===== src/rtl/serial_monitor.sv =====
// Host command monitor: FLUSH/header echo/DECODE, then LOAD, DUMP, FILL or EXEC.
// FIFO handshakes pause 1 cycle after each strobe; SERIAL_MONITOR_CHECKSUM_EN appends a data checksum byte.
module serial_monitor #(
  parameter int ADDR_WIDTH = 18,
  parameter int ADDR_BYTES = 3,
  parameter int LEN_BYTES  = 2
) (
  input  logic                  CLK,
  input  logic                  reset,
  input  logic [7:0]            rx_data,
  input  logic                  rx_valid,
  output logic                  rx_read,
  output logic [7:0]            tx_data,
  output logic                  tx_write,
  input  logic                  tx_full,
  output logic [ADDR_WIDTH-1:0] mem_addr,
  output logic [7:0]            mem_wdata,
  output logic                  mem_write,
  input  logic [7:0]            mem_rdata,
  output logic [ADDR_WIDTH-1:0] cpu_start_addr,
  output logic                  cpu_reset,
  output logic                  cpu_halt,
  input  logic                  cpu_halted,
  output logic                  running
);

  localparam int AW = ADDR_WIDTH;
  localparam int LW = 8 * LEN_BYTES;
  localparam int HB = 1 + ADDR_BYTES + LEN_BYTES;
  localparam int IW = $clog2(HB + 1);

  typedef enum logic [3:0] {
    S_FLUSH, S_HDR, S_ECHO, S_DECODE, S_NAK,
    S_LOAD_RX, S_LOAD_TX, S_DUMP, S_DUMP_TX,
    S_FILL_RX, S_FILL_TX, S_FILL_WR, S_CSUM, S_EXEC, S_RUN
  } state_t;

`ifdef SERIAL_MONITOR_CHECKSUM_EN
  localparam state_t DONE_ST = S_CSUM;
`else
  localparam state_t DONE_ST = S_HDR;
`endif

  state_t          state, state_n;
  logic            pace;
  logic [IW-1:0]   idx, idx_n;
  logic [2:0]      cmd, cmd_n;
  logic [AW-1:0]   addr, addr_n;
  logic [LW-1:0]   len, len_n;
  logic [7:0]      dbyte, dbyte_n;
  logic [7:0]      csum, csum_n;
  logic [AW-1:0]   start_addr, start_addr_n;
  logic            rx_ok, tx_ok;

  // pace blanks the FIFO flags for the cycle after any pop/push
  assign rx_ok = rx_valid && !pace;
  assign tx_ok = !tx_full && !pace;

  assign mem_addr       = addr;
  assign cpu_start_addr = start_addr;

  always_ff @(posedge CLK) begin
    if (!reset) begin
      state      <= S_FLUSH;
      pace       <= 1'b0;
      idx        <= '0;
      cmd        <= '0;
      addr       <= '0;
      len        <= '0;
      dbyte      <= '0;
      csum       <= '0;
      start_addr <= '0;
    end else begin
      state      <= state_n;
      pace       <= rx_read | tx_write;
      idx        <= idx_n;
      cmd        <= cmd_n;
      addr       <= addr_n;
      len        <= len_n;
      dbyte      <= dbyte_n;
      csum       <= csum_n;
      start_addr <= start_addr_n;
    end
  end

  always_comb begin
    state_n      = state;
    idx_n        = idx;
    cmd_n        = cmd;
    addr_n       = addr;
    len_n        = len;
    dbyte_n      = dbyte;
    csum_n       = csum;
    start_addr_n = start_addr;
    rx_read      = 1'b0;
    tx_write     = 1'b0;
    tx_data      = dbyte;
    mem_write    = 1'b0;
    mem_wdata    = dbyte;
    cpu_reset    = 1'b0;
    cpu_halt     = 1'b1;
    running      = 1'b0;

    if (reset) begin
      case (state)
        S_FLUSH: begin
          if (!pace) begin
            if (rx_valid) begin
              rx_read = 1'b1;
            end else begin
              idx_n   = '0;
              state_n = S_HDR;
            end
          end
        end
        S_HDR: begin
          if (rx_ok) begin
            rx_read = 1'b1;
            dbyte_n = rx_data;
            // Shift big-endian fields in; the cast drops surplus MSBs
            if (idx == '0)
              cmd_n = rx_data[2:0];
            else if (idx <= IW'(ADDR_BYTES))
              addr_n = AW'({addr, rx_data});
            else
              len_n = LW'({len, rx_data});
            state_n = S_ECHO;
          end
        end
        S_ECHO: begin
          if (tx_ok) begin
            tx_write = 1'b1;
            if (idx == IW'(HB - 1)) begin
              idx_n   = '0;
              state_n = S_DECODE;
            end else begin
              idx_n   = idx + IW'(1);
              state_n = S_HDR;
            end
          end
        end
        S_DECODE: begin
          csum_n = '0;
          case (cmd)
            3'd1:    state_n = S_LOAD_RX;
            3'd2:    state_n = S_DUMP;
            3'd3: begin
              start_addr_n = addr;
              state_n      = S_EXEC;
            end
            3'd4:    state_n = S_FILL_RX;
            default: state_n = S_NAK;
          endcase
        end
        S_NAK: begin
          if (tx_ok) begin
            tx_write = 1'b1;
            tx_data  = 8'h15;
            state_n  = S_HDR;
          end
        end
        S_LOAD_RX: begin
          if (len == '0) begin
            state_n = DONE_ST;
          end else if (rx_ok) begin
            rx_read   = 1'b1;
            dbyte_n   = rx_data;
            mem_write = 1'b1;
            mem_wdata = rx_data;
            state_n   = S_LOAD_TX;
          end
        end
        S_LOAD_TX: begin
          if (tx_ok) begin
            tx_write = 1'b1;
            csum_n   = csum + dbyte;
            addr_n   = addr + AW'(1);
            len_n    = len - LW'(1);
            state_n  = S_LOAD_RX;
          end
        end
        // addr is held a full cycle in S_DUMP so mem_rdata is valid in S_DUMP_TX
        S_DUMP: begin
          state_n = (len == '0) ? DONE_ST : S_DUMP_TX;
        end
        S_DUMP_TX: begin
          if (tx_ok) begin
            tx_write = 1'b1;
            tx_data  = mem_rdata;
            csum_n   = csum + mem_rdata;
            addr_n   = addr + AW'(1);
            len_n    = len - LW'(1);
            state_n  = S_DUMP;
          end
        end
        S_FILL_RX: begin
          if (rx_ok) begin
            rx_read = 1'b1;
            dbyte_n = rx_data;
            state_n = S_FILL_TX;
          end
        end
        S_FILL_TX: begin
          if (tx_ok) begin
            tx_write = 1'b1;
            state_n  = S_FILL_WR;
          end
        end
        S_FILL_WR: begin
          if (len == '0) begin
            state_n = DONE_ST;
          end else begin
            mem_write = 1'b1;
            csum_n    = csum + dbyte;
            addr_n    = addr + AW'(1);
            len_n     = len - LW'(1);
          end
        end
`ifdef SERIAL_MONITOR_CHECKSUM_EN
        S_CSUM: begin
          if (tx_ok) begin
            tx_write = 1'b1;
            tx_data  = csum;
            state_n  = S_HDR;
          end
        end
`endif
        // cpu_halted is not looked at here, only from S_RUN onwards
        S_EXEC: begin
          cpu_reset = 1'b1;
          cpu_halt  = 1'b0;
          running   = 1'b1;
          state_n   = S_RUN;
        end
        S_RUN: begin
          cpu_halt = 1'b0;
          running  = 1'b1;
          if (cpu_halted) state_n = S_FLUSH;
        end
        default: state_n = S_FLUSH;
      endcase
    end
  end

endmodule


===== config.mk =====
export PLATFORM = sky130hd
export DESIGN_NAME = serial_monitor
export DESIGN_NICKNAME = d
export VERILOG_FILES = /design/src/rtl/serial_monitor.sv
export SDC_FILE = /design/constraint.sdc
export NUM_CORES = 1
export LEC_CHECK = 0
export CORE_MARGIN = 4
export CORE_UTILIZATION = 51
export DETAILED_ROUTE_END_ITERATION = 10
export DONT_BUFFER_PORTS = 1
export GPL_TIMING_DRIVEN = 1
export PLACE_DENSITY_LB_ADDON = 0.08
export SYNTH_ARGS = -nofsm -noshare
export SYNTH_HDL_FRONTEND = slang
export SYNTH_SLANG_ARGS = --single-unit

===== constraint.sdc =====
create_clock -name CLK -period 3.31 [get_ports CLK]
set_clock_uncertainty 0.15 [all_clocks]
set_input_delay 0.4965 -clock CLK [delete_from_list [all_inputs] [get_ports CLK]]
set_output_delay 0.4965 -clock CLK [all_outputs]
set_load 0.01 [all_outputs]

Word-level counts from Yosys, hierarchy flattened
Cells that the tools add are included.
{"block": "word_totals", "regBits": 71, "input_bits": 21, "word_cells": 129}
{"block": "op_classes", "add_sub_neg": 3, "n_lt_le_gt_ge": 1, "n_eq_ne": 35, "n_mux": 61, "bitwise_logic": 1, "n_reduce_logical": 20}
{"operator": "18-bit two-way mux", "n": 5}
{"operator": "16-bit two-way mux", "n": 5}
{"operator": "4-bit two-way mux", "n": 14}
{"operator": "8-bit two-way mux", "n": 7}
{"operator": "4-bit case mux with 14 select lines", "n": 1}
{"operator": "18-bit case mux with 3 select lines", "n": 1}
{"operator": "16-bit case mux with 3 select lines", "n": 1}
{"operator": "8-bit case mux with 2 select lines", "n": 2}
{"operator": "2-bit inequality test (second input constant)", "n": 15}
{"operator": "4-bit equality test (second input constant)", "n": 6}
{"operator": "18-bit by 1-bit adder with 18-bit output (second input constant)", "n": 1}
{"operator": "4-bit by 3-bit equality test with 1-bit output (second input constant)", "n": 4}
{"operator": "16-bit zero test", "n": 1}
{"operator": "1-bit two-way mux", "n": 16}
{"operator": "4-bit case mux with 4 select lines", "n": 1}
{"operator": "16-bit by 1-bit subtractor with 16-bit output (second input constant)", "n": 1}
{"operator": "3-bit two-way mux", "n": 4}
{"operator": "12-bit AND reduction", "n": 1}
{"operator": "6-bit AND reduction", "n": 2}
{"operator": "4-bit by 2-bit equality test with 1-bit output (second input constant)", "n": 2}
{"operator": "3-bit by 2-bit equality test with 1-bit output (second input constant)", "n": 2}
{"operator": "3-bit equality test (second input constant)", "n": 2}
{"operator": "3-bit case mux with 2 select lines", "n": 1}
{"operator": "2-bit OR reduction", "n": 3}
{"operator": "other kinds (20)", "n": 23}

Logic depth before layout (Yosys ltp)
Gate-level depths: netlist of run 1.
{"block": "logic_depth", "word_depth": 7, "ltp_mapped": 8}

Worst setup path after synthesis of run 1
No wires, ideal clock.
{"block": "synth_timing", "path_type": "register to output", "from": "register len[1]", "to": "output port mem_wdata[1]", "arrival_time_ns": 1.988, "setup_slack_ns": 0.675, "stages_incl_launch_ff": 7, "cell_sequence": "dfxtp_1 -> inv_1 -> ha_1 -> nor4b_1 -> nand4_1 -> nand4_1 -> mux2_2"}
{"block": "synth_via", "elab_chain_cells": 4}
{"element": "start, declared", "line": "49", "source": "logic [LW-1:0] len, len_n;"}
{"element": "start signal, assigned", "line": "79", "source": "len <= len_n;"}
{"element": "16-bit zero test", "line": "163", "source": "if (len == '0) begin"}
{"element": "8-bit two-way mux", "line": "163"}
{"element": "8-bit two-way mux", "line": "105", "source": "case (state)"}
{"element": "8-bit two-way mux", "line": "104", "source": "if (reset) begin"}
{"element": "end, declared", "line": "17", "source": "output logic [7:0] mem_wdata,"}
No other way between the ends.

Worst setup path in the final report of run 1
{"block": "layout_timing", "from": "register len[0]", "to": "output port rx_read"}
{"block": "layout_via", "elab_chain_cells": 4}
{"element": "16-bit zero test", "line": "163"}
{"element": "1-bit two-way mux", "line": "163"}
{"element": "1-bit case mux with 3 select lines", "line": "105"}
{"element": "1-bit two-way mux", "line": "104"}
{"element": "end, declared", "line": "12", "source": "output logic rx_read,"}
No other way between the ends.

==> flow_metrics.env, run 1 <==
export IMPL_yosys_warnings=0
export IMPL_synth_fa_ha_area_share_pct=0.837
export IMPL_worstPathArrival_ps=2550
export IMPL_clk_latency_ps=360
export IMPL_yosys_top_cells_area="dfxtp_1 (32%), nand2_1 (6.3%), a21oi_1 (4.9%)"
export IMPL_yosys_area_top_type="dfxtp_1"
export IMPL_synth_distinct_cells=71
export IMPL_die_w_um=102
export IMPL_synth_top_family_by_area="compound AO/OA/AOI/OAI gates"
export IMPL_hp_class="input pin to flop"
export IMPL_rows=33
export IMPL_grt_pass1_vias=4403
export IMPL_synth_edf_count=0
export IMPL_drv_slew=0
export IMPL_status="finished, final reports clean"
export IMPL_clk_path_buf_depth=2
export IMPL_tightest_slew_ps=941
export IMPL_endpoint="rx_read"
export IMPL_rrSetupSlack_ps=400
export IMPL_syn_inst=574
export IMPL_cts_root_buf="clkbuf_8"
export IMPL_synth_top_area_share_pct=31.7
export IMPL_io_buffer_count=0
export IMPL_cap_viol_max_count=0
export IMPL_synth_area_sq_um=4490
export IMPL_crit_type="flop to output port"
export IMPL_drt_iter0_markers=379
export IMPL_post_cts_resized=0
export IMPL_rsz0062_at_grt="no"
export IMPL_max_freq_ghz=0.313
export IMPL_rr_worst_depth=9
export IMPL_synth_area_per_cell_sq_um=7.82
export IMPL_initial_core_util_pct=53.5
export IMPL_holdBufCountCts=0
export IMPL_final_fill_count=810
export IMPL_overflow=0
export IMPL_post_cts_buffers=0
export IMPL_clk_pin_slew_ps=90
export IMPL_end_kind="output port"
export IMPL_synth_compound_area_share_pct=30.1
export IMPL_cts_tree="done"
export IMPL_setup_viol=0
export IMPL_vias_per_cell=6.98
export IMPL_numClockSinks=71
export IMPL_worstReg2RegEnd="mem_addr[17]$_SDFFE_PN0P_"
export IMPL_drt_pass1_iterations=5
export IMPL_p_leak_uw=0.00158
export IMPL_wl_per_cell_um=21.0
export IMPL_syn_num_nets=598
export IMPL_peakVddDrop_mv=0.222
export IMPL_vias=4646
export IMPL_synthMuxAreaShare_pct=3.15
export IMPL_path_cells="inv_1 -> ha_1 -> nor4b_1 -> nand4_1 -> buf_4 -> a21oi_1 -> o21ai_0 -> and3_1"
export IMPL_timing_rr_start="len[0]$_SDFFE_PN0P_"
export IMPL_slowest_stage="nor4b_1"
export IMPL_synth_xor_area_share_pct=0.390
export IMPL_yosysMostFrequentCell="nand2_1"
export IMPL_fin_nets=580
export IMPL_setup_tns_ps=0
export IMPL_cp_num_buf_inv=2
export IMPL_cp_max_fo=7
export IMPL_start_kind="flop"
export IMPL_synth_simple_area_share_pct=28.1
export IMPL_die_area_sq_um=10400
export IMPL_startpoint="len[0]$_SDFFE_PN0P_"
export IMPL_synthToLayoutAreaGrowth_pct=5.83
export IMPL_coreArea_sq_um=8380
export IMPL_drcViolationCount=0
export IMPL_place_area_sq_um=4550
export IMPL_grt_pass1_wl_um=22600
export IMPL_grt_max_degree=68
export IMPL_power_density_nw_per_um2=487
export IMPL_dpl_hpwl_um=9600
export IMPL_routed_wl_um=14000
export IMPL_track_usage_pct=27.2
export IMPL_io_pins=79
export IMPL_antenna_found_initial=0
export IMPL_antenna_cells=0
export IMPL_stdcell_count=666
export IMPL_dp_cells=649
export IMPL_synth_seq_cells=71
export IMPL_drive_above_1_share_pct=9.98
export IMPL_numCtsBuffers=9
export IMPL_synthFlopType="dfxtp_1"
export IMPL_max_stage_delay_ps=520
export IMPL_path_delay_family="simple AND/OR/NAND/NOR gates"
export IMPL_fin_area_sq_um=4750
export IMPL_worst_slack_ps=118
export IMPL_place_ws_ps=472
export IMPL_fin_crit_ps=3190
export IMPL_ys_seq_area_share_pct=31.7
export IMPL_die_y_um=102
export IMPL_cp_num_cells=8
export IMPL_hold_viol=0
export IMPL_async_flop_share_pct=0
export IMPL_gp_congestion=0.913
export IMPL_cp_required_ps=2660
export IMPL_h_tree_depth=3
export IMPL_layout_worst_path_cycle_share_pct=96.4
export IMPL_drtAntennaViolNets=0
export IMPL_relSlewSlack_pct=37.0
export IMPL_synth_common_cells="nand2_1 (75), dfxtp_1 (71), a21oi_1 (44)"
-- worst min-delay path by stage --
stage | startpoint | end | slack, ps | cells after the start
after global routing | rx_data[6] | dbyte[6]$_SDFFE_PN0P_ | 130 | 2
after floorplan | dbyte[1]$_SDFFE_PN0P_ | dbyte[1]$_SDFFE_PN0P_ | 310 | 2
after global placement | dbyte[2]$_SDFFE_PN0P_ | dbyte[2]$_SDFFE_PN0P_ | 320 | 2
after CTS | rx_data[7] | dbyte[7]$_SDFFE_PN0P_ | 120 | 2
after detailed placement | dbyte[2]$_SDFFE_PN0P_ | dbyte[2]$_SDFFE_PN0P_ | 330 | 2
final | rx_data[5] | dbyte[5]$_SDFFE_PN0P_ | 120 | 2
-- kinds of logic after synthesis --
family | after synthesis
simple gates | 233
mux | 13
xor+xnor | 2
flops | 71
fa+ha+maj | 3
compound gates | 193
buf+inv | 59
-- layer usage --
layer  share of wire (%)  GRT usage [%]  vias up
li1                    -              -     2190
met1                  44           38.3     2229
met2                  46           41.5      203
met3                 8.1           5.51       24
met4                 1.7           9.30        0
met5                   0              0        -
-- sequential cells by signal, summed over array words and instances, names as in the netlist --
| name | cells |
|---|---|
| mem_addr | 18 |
| state | 4 |
| cmd | 3 |
| idx | 3 |
| len | 16 |
| dbyte | 8 |
| pace | 1 |
| cpu_start_addr | 18 |
-- report_power, final --
group,internal (uW),leakage [uW],switching [uW]
registers,908,0.000573,108
clock network,286,0.0000856,386
logic,231,0.000925,395
-- layout by cell type, fill, tap and decap left out, drive strengths merged, types with 4 or more instances in the layout --
cell type	count
a211oi	6
a21oi	44
a22oi	4
a2bb2oi	4
a31oi	13
a32o	4
a41oi	6
and2	5
and3	5
and4	4
buf	21
clkbuf	9
dfxtp	71
inv	12
mux2	9
mux2i	4
nand2	75
nand2b	8
nand3	25
nand4	10
nor2	27
nor3	19
nor3b	4
nor4	15
nor4b	5
o211ai	4
o21ai	32
o22a	4
o22ai	4
o2bb2a	4
o311ai	21
o31ai	17
or3	9
or4	10
-- cell type report --
cell class	instances	area [sq um]	area share, %
Clock inverter	7	65.1	1.37
Tap cell	105	131	2.77
Sequential cell	71	1420	29.9
Timing Repair Buffer	21	158	3.32
Inverter	9	33.8	0.711
Clock buffer	9	124	2.61
Multi-Input combinational cell	444	2820	59.3
-- metrics by stage --
stage                     hold WS (ps)  utilization, %  total power, uW
after floorplan                    309               -             1490
after global placement             320            54.3             1640
after detailed placement           334            54.3             1650
after CTS                          119            56.6             2310
after global routing               133            56.7             2420
final                              122            56.7             2310
Note: power is estimated with default switching activity, not from simulation.
==> inputs of run 2 (changes only) <==
--- a/config.mk
+++ b/config.mk
@@ -6,7 +6,7 @@
 export NUM_CORES = 1
 export LEC_CHECK = 0
 export CORE_MARGIN = 4
-export CORE_UTILIZATION = 51
+export CORE_UTILIZATION = 64
 export DETAILED_ROUTE_END_ITERATION = 10
 export DONT_BUFFER_PORTS = 1
 export GPL_TIMING_DRIVEN = 1
==> run 2 against run 1 <==
  * Critical path depth is 4 lower
  * Clock-buffer cell count unchanged
  * First-iteration DRC count increased by 42%
  * Sequential power about the same
  * Sequential share of layout area about the same
  * Cell area hardly changed
  * Setup slack gained 48 ps
  * Combinational power decreased by 1%
  * Critical path type unchanged
  * Largest power group unchanged
==> flow_metrics.env, run 2 (synthesis gave the netlist of run 1 again) <==
export IMPL_status="finished, final reports clean"
export IMPL_synthToLayoutAreaGrowth_pct=5.77
export IMPL_drcViolationCount=0
export IMPL_final_common_cell="nand2_1"
export IMPL_clk_path_buf_depth=2
export IMPL_cts_root_buf="clkbuf_8"
export IMPL_worst_slack_ps=166
export IMPL_stdcell_count=656
export IMPL_routed_wl_um=13400
export IMPL_hp_class="input pin to flop"
export IMPL_drv_slew=0
export IMPL_drive_above_1_share_pct=10.0
export IMPL_numCtsBuffers=9
export IMPL_path_cells="inv_1 -> nor2_1 -> nand4_1 -> o21ai_0"
export IMPL_drt_iter0_markers=538
export IMPL_grt_max_degree=68
export IMPL_grt_pass1_vias=4192
export IMPL_power_total_uw=2320
export IMPL_fin_crit_ps=3140
export IMPL_antenna_found_initial=0
export IMPL_cp_num_buf_inv=1
export IMPL_gp_congestion=0.972
export IMPL_setup_viol=0
export IMPL_dpl_hpwl_um=9170
export IMPL_antenna_cells=0
export IMPL_track_usage_pct=31.8
export IMPL_dp_cells=640
export IMPL_slowest_stage="dfxtp_1"
export IMPL_final_cell_mix="nand2_1 (75), dfxtp_1 (71), a21oi_1 (44)"
export IMPL_fin_nets=579
export IMPL_cts_tree="done"
export IMPL_clk_latency_ps=360
export IMPL_worstPathArrival_ps=2500
export IMPL_io_pins=79
export IMPL_initial_core_util_pct=66.0
export IMPL_vias_per_cell=7.14
export IMPL_grt_pass1_wl_um=22200
export IMPL_holdBufCountCts=0
export IMPL_cap_viol_max_count=0
export IMPL_peakVddDrop_mv=0.250
export IMPL_power_density_nw_per_um2=488
export IMPL_setup_tns_ps=0
export IMPL_rows=30
export IMPL_tightest_slew_ps=839
export IMPL_wl_per_cell_um=20.4
export IMPL_end_kind="output port"
export IMPL_overflow=0
export IMPL_io_buffer_count=0
export IMPL_die_area_sq_um=8410
export IMPL_post_cts_resized=0
export IMPL_rsz0062_at_grt="no"
export IMPL_max_stage_delay_ps=770
export IMPL_post_cts_buffers=0
export IMPL_p_leak_uw=0.00159
export IMPL_coreArea_sq_um=6790
export IMPL_layout_worst_path_cycle_share_pct=95.0
export IMPL_crit_type="flop to output port"
export IMPL_cp_max_fo=19
export IMPL_max_freq_ghz=0.318
export IMPL_drt_pass1_iterations=6
export IMPL_die_y_um=91.7
export IMPL_die_w_um=91.7
export IMPL_final_core_util_pct=69.9
export IMPL_place_ws_ps=532
export IMPL_hold_viol=0
export IMPL_cp_required_ps=2660
export IMPL_numClockSinks=71
export IMPL_vias=4682
export IMPL_clk_pin_slew_ps=90
export IMPL_drtAntennaViolNets=0
export IMPL_path_delay_family="flip-flops"
export IMPL_start_kind="flop"
export IMPL_h_tree_depth=3
export IMPL_relSlewSlack_pct=43.6
## run 2: cell count changes in the layout (fill, tap and decap cells not counted)
cell / delta
buf_4: -2
nor4b_2: +1
inv_8: +2
nor4b_1: -1
inv_6: -1
buf_12: +1
clkinv_8: -1
## run 2: area by class of cell
cell class,instances,area [sq um]
Fill cell,554,2050
Tap cell,96,120
Sequential cell,71,1420
Clock buffer,9,124
Inverter,9,33.8
Multi-Input combinational cell,444,2820
Timing Repair Buffer,20,163
Clock inverter,7,62.6
## run 2: worst paths after layout
check                             end  slack (ps)  cells past startpoint                  start
min reg2reg     dbyte[3]$_SDFFE_PN0P_         340                      2  dbyte[3]$_SDFFE_PN0P_
min             dbyte[1]$_SDFFE_PN0P_         120                      2             rx_data[1]
max                      mem_wdata[0]         170                      4  state[2]$_SDFFE_PN0P_
max reg2reg  mem_addr[4]$_SDFFE_PN0P_         580                      5  state[0]$_SDFFE_PN0P_
## run 2: power breakdown
| group | internal, uW | switching, uW |
|---|---|---|
| clock | 287 | 392 |
| sequential | 907 | 110 |
| combinational | 233 | 386 |
## run 2: per-layer routing
| metal | vias to the layer above | global-route usage [%] | part of all wire, % |
|---|---|---|---|
| li1 | 2197 | - | - |
| met1 | 2170 | 45.1 | 43 |
| met4 | 0 | 11.0 | 1.7 |
| met5 | - | 0 | 0 |
| met2 | 285 | 47.4 | 46 |
| met3 | 30 | 7.14 | 10 |
## run 2: worst register-to-register path: cells and delay by family (launching register included)
family	cells	cell delay, ps
AO/OA/AOI/OAI	2	720
flip-flops	1	620
AND/OR/NAND/NOR	3	1150
## run 2: through the flow
step | area (sq um) | hold slack [ps]
floorplan | 4490 | 309
global placement | 4550 | 322
detailed placement | 4550 | 333
CTS | 4740 | 108
global route | 4750 | 119
finish | 4750 | 119
==> inputs of run 3 (changes only) <==
--- a/config.mk
+++ b/config.mk
@@ -10,6 +10,7 @@
 export DETAILED_ROUTE_END_ITERATION = 10
 export DONT_BUFFER_PORTS = 1
 export GPL_TIMING_DRIVEN = 1
+export HOLD_SLACK_MARGIN = 0.02
 export PLACE_DENSITY_LB_ADDON = 0.08
 export SYNTH_ARGS = -nofsm -noshare
 export SYNTH_HDL_FRONTEND = slang
==> constraint.sdc (replaced) <==
create_clock -name CLK -period 3.2 [get_ports CLK]
set_clock_uncertainty 0.15 [all_clocks]
set_input_delay 0.48 -clock CLK [delete_from_list [all_inputs] [get_ports CLK]]
set_output_delay 0.48 -clock CLK [all_outputs]
set_load 0.01 [all_outputs]
==> run 3 against run 2 <==
  * Routed wire length up 0.65%
  * Sequential share of layout area down 0.43 points
  * Clock power up 2%
  * Die area stayed put
  * Critical path type unchanged
  * Largest cell class unchanged
==> flow_metrics.env, run 3 (synthesis gave the netlist of run 1 again) <==
export IMPL_status="finished, final reports clean"
export IMPL_busiest_layer="met2"
export IMPL_coreArea_sq_um=6790
export IMPL_clk_pin_slew_ps=80
export IMPL_die_area_sq_um=8410
export IMPL_cp_required_ps=2570
export IMPL_io_buffer_count=0
export IMPL_clk_latency_ps=360
export IMPL_h_tree_depth=3
export IMPL_drtAntennaViolNets=0
export IMPL_met1_usage_pct=44.2
export IMPL_track_usage_pct=32.0
export IMPL_final_common_cell="nand2_1"
export IMPL_vias=4748
export IMPL_max_stage_delay_ps=350
export IMPL_rows=30
export IMPL_fin_crit_ps=2960
export IMPL_clk_path_buf_depth=2
export IMPL_drcViolationCount=0
export IMPL_die_w_um=91.7
export IMPL_path_cells="inv_1 -> ha_1 -> nor4b_2 -> nand4_1 -> buf_4 -> a21oi_1 -> o21ai_0 -> and3_1"
export IMPL_wl_per_cell_um=20.3
export IMPL_slowest_stage="dfxtp_1"
export IMPL_synthToLayoutAreaGrowth_pct=7.31
export IMPL_hp_class="input pin to flop"
export IMPL_initial_core_util_pct=66.0
export IMPL_worstPathArrival_ps=2330
export IMPL_p_leak_uw=0.00163
export IMPL_grt_util_met2_pct=47.7
export IMPL_drive_above_1_share_pct=11.4
export IMPL_drv_slew=0
export IMPL_power_density_nw_per_um2=499
export IMPL_grt_pass1_vias=4235
export IMPL_grtUsageMet3_pct=7.96
export IMPL_drt_pass1_iterations=5
export IMPL_drt_iter0_markers=592
export IMPL_tightest_slew_ps=908
export IMPL_final_fill_count=569
export IMPL_cts_root_buf="clkbuf_8"
export IMPL_layout_worst_path_cycle_share_pct=92.6
export IMPL_whs_ps=101
export IMPL_hold_viol=0
export IMPL_cap_viol_max_count=0
export IMPL_peakVddDrop_mv=0.217
export IMPL_grt_max_degree=68
export IMPL_relSlewSlack_pct=39.2
export IMPL_holdBufCountCts=0
export IMPL_cp_num_buf_inv=2
export IMPL_rsz0062_at_grt="no"
export IMPL_gp_congestion=0.932
export IMPL_final_cell_mix="nand2_1 (75), dfxtp_1 (71), a21oi_1 (44)"
export IMPL_fin_nets=587
export IMPL_end_kind="output port"
export IMPL_antenna_cells=0
export IMPL_final_core_util_pct=70.9
export IMPL_cp_max_fo=6
export IMPL_setup_tns_ps=0
export IMPL_grt_pass1_wl_um=21900
export IMPL_numClockSinks=71
export IMPL_path_delay_family="simple AND/OR/NAND/NOR gates"
export IMPL_die_y_um=91.7
export IMPL_io_pins=79
export IMPL_cts_tree="done"
export IMPL_routed_wl_um=13500
export IMPL_numCtsBuffers=9
export IMPL_overflow=0
export IMPL_max_freq_ghz=0.337
export IMPL_start_kind="flop"
export IMPL_setup_viol=0
export IMPL_antenna_found_initial=0
export IMPL_vias_per_cell=7.15
export IMPL_crit_type="flop to output port"
export IMPL_dpl_hpwl_um=9460
==> run 3: area by class of cell <==
cell class	count	area (sq um)	share of cell area (%)
Tap cell	96	120	2.49
Inverter	9	33.8	0.702
Sequential cell	71	1420	29.5
Timing Repair Buffer	28	223	4.63
Clock buffer	9	124	2.57
Clock inverter	7	65.1	1.35
Multi-Input combinational cell	444	2830	58.7
==> run 3: where the power goes <==
group / internal (uW) / total (uW) / switching (uW)
logic: 258 / 671 / 414
clock network: 295 / 692 / 396
registers: 939 / 1040 / 99.1
total: 1490 / 2400 / 909
==> run 3: layer usage <==
| metal | share of wire, % | vias up |
|---|---|---|
| met3 | 9.9 | 35 |
| met4 | 2.5 | 0 |
| li1 | - | 2212 |
| met5 | 0 | - |
| met1 | 42 | 2220 |
| met2 | 45 | 281 |
==> run 3: path summary, 6_finish.rpt <==
kind | startpoint | endpoint | slack (ps) | cells past startpoint
setup / recovery | len[1]$_SDFFE_PN0P_ | rx_read | 240 | 8
setup reg to reg | len[1]$_SDFFE_PN0P_ | len[6]$_SDFFE_PN0P_ | 420 | 9
hold / removal | rx_data[3] | dbyte[3]$_SDFFE_PN0P_ | 100 | 2
hold reg to reg | dbyte[3]$_SDFFE_PN0P_ | dbyte[3]$_SDFFE_PN0P_ | 340 | 2
==> run 3: metrics by stage <==
stage               setup WS [ps]  cells  instance area [sq um]  total power (uW)
CTS                          22.9    663                   4790              2390
global placement              482    647                   4610              1690
finish                        235    664                   4810              2400
detailed placement            387    647                   4610              1710
floorplan                     582    574                   4490              1540
global route                 70.1    664                   4810              2520
==> run 3: what timing repair did <==
item	CTS	global route
setup endpoints to repair	0	9
buffers inserted	0	1
gates resized for setup	0	3
